`src/rtl/lut_eval_pipe.sv`:
```
// lut_eval_pipe: serially loadable N-input LUT evaluator with a valid/ready output stage and a saturating hit counter
module lut_eval_pipe #(
  parameter int N_IN = 5,
  parameter logic [2**N_IN-1:0] LUT_INIT = '0,
  parameter int CNT_W = 8
) (
  input  logic             clk,
  input  logic             rst,
  input  logic             in_valid,
  input  logic [N_IN-1:0]  in_data,
  output logic             in_ready,
  output logic             out_valid,
  output logic             out_y,
  input  logic             out_ready,
  input  logic             cfg_start,
  input  logic             cfg_bit_valid,
  input  logic             cfg_bit,
  output logic             busy,
  output logic             cfg_done,
  input  logic             cnt_en,
  input  logic             cnt_clr,
  output logic [CNT_W-1:0] hit_cnt
);
  localparam int DEPTH = 2**N_IN;
  typedef enum logic {RUN, LOAD} state_t;
  state_t state_q, state_d;
  logic [DEPTH-1:0] lut_q;
  logic [N_IN-1:0] idx_q;
  logic [CNT_W-1:0] hit_q;
  logic out_valid_q, out_y_q, cfg_done_q;
  logic load_go, last, accept, xfer;
  always_comb begin
    load_go  = state_q == RUN && cfg_start && !out_valid_q;
    last     = state_q == LOAD && cfg_bit_valid && &idx_q;
    in_ready = state_q == RUN && !cfg_start && (!out_valid_q || out_ready);
    accept   = in_valid && in_ready;
    xfer     = out_valid_q && out_ready;
    state_d  = load_go ? LOAD : last ? RUN : state_q;
  end
  always_ff @(posedge clk) begin
    if (rst) begin
      state_q     <= RUN;
      lut_q       <= LUT_INIT;
      idx_q       <= '0;
      out_valid_q <= 1'b0;
      out_y_q     <= 1'b0;
      cfg_done_q  <= 1'b0;
      hit_q       <= '0;
    end else begin
      state_q    <= state_d;
      cfg_done_q <= last;
      if (load_go) idx_q <= '0;
      else if (state_q == LOAD && cfg_bit_valid) begin
        lut_q[idx_q] <= cfg_bit;
        idx_q        <= idx_q + N_IN'(1);
      end
      if (accept) begin
        out_y_q     <= lut_q[in_data];
        out_valid_q <= 1'b1;
      end else if (xfer) out_valid_q <= 1'b0;
      // clear wins over increment; counter sticks at all-ones
      if (cnt_clr) hit_q <= '0;
      else if (xfer && out_y_q && cnt_en && !(&hit_q)) hit_q <= hit_q + CNT_W'(1);
    end
  end
  assign out_valid = out_valid_q;
  assign out_y     = out_y_q;
  assign busy      = state_q == LOAD;
  assign cfg_done  = cfg_done_q;
  assign hit_cnt   = hit_q;
endmodule

```
`config.mk`:
```
export PLATFORM = sky130hd
export DESIGN_NAME = lut_eval_pipe
export DESIGN_NICKNAME = d
export VERILOG_FILES = /design/src/rtl/lut_eval_pipe.sv
export SDC_FILE = /design/constraint.sdc
export NUM_CORES = 1
export LEC_CHECK = 0
export BUFFER_PORTS_ARGS = -buffer_cell sky130_fd_sc_hd__buf_2
export CAP_MARGIN = 25
export CORE_UTILIZATION = 58
export CTS_CLUSTER_SIZE = 30
export DETAILED_ROUTE_END_ITERATION = 10
export GPL_ROUTABILITY_DRIVEN = 0
export PLACE_DENSITY = 0.79
export SYNTH_ARGS = -nofsm -noshare
export SYNTH_HDL_FRONTEND = slang
export SYNTH_SLANG_ARGS = --single-unit
```
`constraint.sdc`:
```
create_clock -name clk -period 1.5 [get_ports clk]
set_input_delay 0.375 -clock clk [delete_from_list [all_inputs] [get_ports clk]]
set_output_delay 0.375 -clock clk [all_outputs]
set_load 0.02 [all_outputs]
```
# After elaboration in Yosys (flattened, before gate mapping)
# Index checks and enable logic that the tools add are counted.
[totals]
ram_bits = 0
input_bits = 14
out_inout_bits = 13
memories = 0
rom_bits = 0
reg_bits = 49
latch_bits = 0
[classes]
order_cmp = 3
shift = 0
n_div = 0
mul = 0
bitwise_logic = 2
reduce_logical = 23
muxes = 9
eq_ne = 0
add_sub_neg = 2
[op_table]
columns = ["cell", "count"]
rows = [
  ["$bwmux W32", 1],
  ["$logic_and A1 B1 Y1", 12],
  ["$lt A5 B6 Y1 const B", 2],
  ["$add A8 B1 Y8 const B", 1],
  ["$reduce_and A8 Y1", 1],
  ["$mux W1", 6],
  ["$add A5 B1 Y5 const B", 1],
  ["$bmux W1 S5", 1],
  ["$demux W1 S5", 1],
  ["$ge A5 B1 Y1 const B", 1],
  ["$reduce_and A5 Y1", 1],
  ["$reduce_bool A2 Y1", 2],
  ["$reduce_or A2 Y1", 2],
  ["$logic_not A1 Y1", 3],
  ["$not A1 Y1", 2],
  ["$reduce_and A2 Y1", 1],
  ["$logic_or A1 B1 Y1", 1],
]

# Longest topological paths before layout
[logic_depth]
depth_word = 5
ltp_mapped = 7

# Least setup slack after synthesis
# No wires, ideal clock.
[synth_path]
path_type = "reg2reg"
from = "reg out_valid_q, in the netlist out_valid"
to = "reg out_y_q, in the netlist out_y"
slack_ns = -0.168
arrival_ns = 1.536
period_less_slack_ns = 1.668
path_stages_with_launch = 6
setup_time_ns = 0.131
cell_sequence = "dfxtp_1 > nand2b_1 > nor3b_1 > nand2_1 > a31oi_1 > a211oi_2"
[synth_via]
elab_chain_len = 4
[synth_lines]
columns = ["element", "line", "text"]
rows = [
  ["from (decl)", "30", "logic out_valid_q, out_y_q, cfg_done_q;"],
  ["from (signal assigned)", "45", "out_valid_q <= 1'b0;"],
  ["from (signal assigned)", "59", "out_valid_q <= 1'b1;"],
  ["from (signal assigned)", "60", "end else if (xfer) out_valid_q <= 1'b0;"],
  ["$logic_not A1 Y1", "35", "in_ready = state_q == RUN && !cfg_start && (!out_valid_q || out_ready);"],
  ["$logic_or A1 B1 Y1", "35", ""],
  ["$logic_and A1 B1 Y1", "35", ""],
  ["net in_ready", "11", "output logic in_ready,"],
  ["$logic_and A1 B1 Y1", "36", "accept = in_valid && in_ready;"],
  ["to (signal assigned)", "58", "out_y_q <= lut_q[in_data];"],
  ["to (decl)", "30", ""],
]
# The timed path passes the listed nets, and every way through them passes these cells.
# A chain may end at the register's enable or synchronous reset.

# Worst setup path after layout
[layout_path]
from = "reg out_valid_q, in the netlist out_valid"
to = "out in_ready"
[layout_via]
elab_chain_len = 3
[layout_lines]
columns = ["element", "line"]
rows = [
  ["$logic_not A1 Y1", "35"],
  ["$logic_or A1 B1 Y1", "35"],
  ["$logic_and A1 B1 Y1", "35"],
  ["to (decl)", "11"],
]
# No other way between the ends.

==> qor.csv <==
stage,metric,value,unit
yosys,synth_edf_count,0,
clock_network,cts_max_path_buffers,2,
clock_network,cts_hold_buf,0,
yosys,ys_seq_area_frac,0.391,
detailed_routing,initialDrtViolationCount,122,
cells_and_area,fin_nets,375,
sta,rsz0062_at_grt,yes,
worst_setup_path,slowest_stage,dfxtp_2,
sta,max_slew_margin,0.724,
detailed_routing,num_vias,2318,
yosys,yosys_warnings,0,
detailed_routing,wire_per_inst,13.8,um
worst_setup_path,start_kind,flip-flop,
yosys,synth_area,2510,sq um
sta,maxClockFrequency,671,MHz
yosys,ys_seq_elements,49,
clock_network,cts_tree,built,
clock_network,clock_sinks,49,
worst_setup_path,worstPathCellList,nand2b_1 -> nor3b_4 -> buf_6,
grt,track_usage,0.263,
floorplanning,die_w,67.8,um
pwr,peakVddDrop,0.539,mV
run_status,status,completed,
cells_and_area,final_cell_mix,"nand2_1 (73), dfxtp_1 (46), a21oi_1 (41)",
cells_and_area,antennaDiodeCount,0,
floorplanning,dieHeight,67.8,um
grt,grt_pass1_wl,8800,um
floorplanning,num_rows,23,
detailed_routing,dr.pass1.iters,4,
floorplanning,initial_core_util,0.614,
clock_network,clk_pin_slew_worst_paths,90,ps
worst_setup_path,critPathTopFamily,flip-flops,
grt,antenna_found_initial,0,
cells_and_area,stdcell_count,406,
yosys,synth-async-reset-ratio,0,
cells_and_area,final.fill_count,349,
yosys,synth_flop_cell,dfxtp_1,
floorplanning,core,4090,sq um
floorplanning,dieArea,4590,sq um
yosys,synthCells,320,
sta,whs,313,ps
cells_and_area,drive_gt1_frac,0.191,
clock_network,cts_inserted_buffers,5,
sta,setup_violations,0,
detailed_routing,drc,0,
sta,final_hold_viol_count,0,
cells_and_area,post-route-util,0.706,
place,hpwl,4000,um
yosys,synth_nets,340,
clock_network,insertion_delay,310,ps
detailed_routing,drtAntennaViolNets,0,
worst_setup_path,cp-end-kind,primary output,
worst_hold_path,hold_class,primary input to flip-flop,
sta,fin_tns_setup,0,ps
worst_setup_path,critPathMaxStageDelay,340,ps
worst_setup_path,timing.critical_path.buf_inv,1,
pwr,total_power,2310,uW
worst_setup_path,criticalPathCategory,flip-flop to primary output,
sta,fin_skew,5.94,ps
sta,worst_pin_slew,414,ps
worst_setup_path,cp.arrival,1120,ps
cells_and_area,syn_to_final_growth,15.1,%
job,cap_viol_max_count,0,
grt,grt_max_degree,33,
detailed_routing,routed_wl,5620,um
sta,slew_viol_final,0,
pwr,leakagePower,0.00108,uW
place,io_buffers,26,
detailed_routing,viasPerCell,5.71,
floorplanning,ios,27,
sta,post-route-period-util,0.994,
clock_network,root_buffer,clkbuf_8,
worst_setup_path,required,1120,ps
cells_and_area,final_common_cell,nand2_1,
yosys,synth.distinct_cells,35,
pwr,power_density,800,nW/um^2
yosys,syn-mean-instance-area,7.84,sq um
grt,grt_overflow_total,0,
place,place_inst,396,
worst_setup_path,path_max_fanout,4,
grt,grt_pass1_vias,1889,
clock_network,h-tree-depth,2,
sta,fin_crit,1490,ps
-- path summary, 6_finish.rpt --
kind / slack (ps) / startpoint / cells after the start / end
worst min register to register: 460 / lut_q[7] / 2 / lut_q[7]
worst max-delay path: 9 / out_valid / 3 / in_ready
worst min-delay path: 310 / rst / 2 / busy
worst max register to register: 70 / hit_cnt[6] / 4 / hit_cnt[3]
-- state kept, by name, summed over array words and instances, names as in the netlist --
register and flops:
out_valid 1, busy 1, idx_q 5, cfg_done 1, hit_cnt 8, out_y 1, lut_q 32
-- report_power, final --
group	total [uW]	internal, uW	switching [uW]
combinational	211	86.8	124
sequential	1320	1310	10.2
clock	778	331	447
total	2310	1730	581
-- area by class of cell --
class                           count  area [sq um]  area share
Clock inverter                      1          7.51     0.00260
Sequential cell                    49           987       0.342
Multi-Input combinational cell    250          1430       0.495
Inverter                            3          11.3     0.00390
Clock buffer                        7          76.3      0.0264
Timing Repair Buffer               46           312       0.108
Tap cell                           50          62.6      0.0217
-- logic make-up after synthesis --
kind of cell,after synthesis,synth area share
xor gates and xnor gates,9,0.0314
muxes,17,0.0679
buffers and inverters,21,0.0444
DFF,49,0.391
and+or+nand+nor,155,0.293
AOI/OAI and AO/OA,63,0.142
adders and majority gates,6,0.0299
-- what timing repair did --
action                     in CTS  in global routing
pin swaps                       1                  1
resized for setup               5                  6
buffers inserted                2                  1
setup endpoints to repair       1                 13
-- Yosys cell counts, types with 2 or more instances --
library cell	number	area (sq um)
xnor2_1	6	52.6
nor3_1	3	15.0
buf_2	5	25.0
or2_2	2	12.5
a21oi_1	41	205
clkbuf_1	10	37.5
and2_1	2	12.5
and3_1	6	37.5
inv_1	3	11.3
nor2b_1	2	12.5
dfxtp_1	49	981
ha_1	6	75.1
mux2i_1	17	170
nand3_1	25	125
o21ai_0	13	65.1
nand4_1	3	18.8
nor3b_1	3	22.5
nand2b_1	3	18.8
nor3b_2	3	37.5
a22oi_1	4	30.0
nand3b_1	2	15.0
nor2_1	25	93.8
xor2_1	3	26.3
nand2_1	73	274
-- routing by layer --
layer / vias up / share of wire / track usage
li1: 1164 / - / -
met1: 1080 / 0.48 / 0.343
met2: 70 / 0.46 / 0.422
met3: 4 / 0.055 / 0.0608
met4: 0 / 0.0094 / 0.0878
met5: - / 0 / 0
-- stage by stage --
stage / setup WS [ps] / cell area, sq um
global route: -52.1 / 2890
finish: 8.68 / 2890
global placement: 53.2 / 2770
detailed placement: -18.9 / 2770
CTS: 23.4 / 2870
floorplan: 16.3 / 2510
Power figures use the tool's default switching activity.
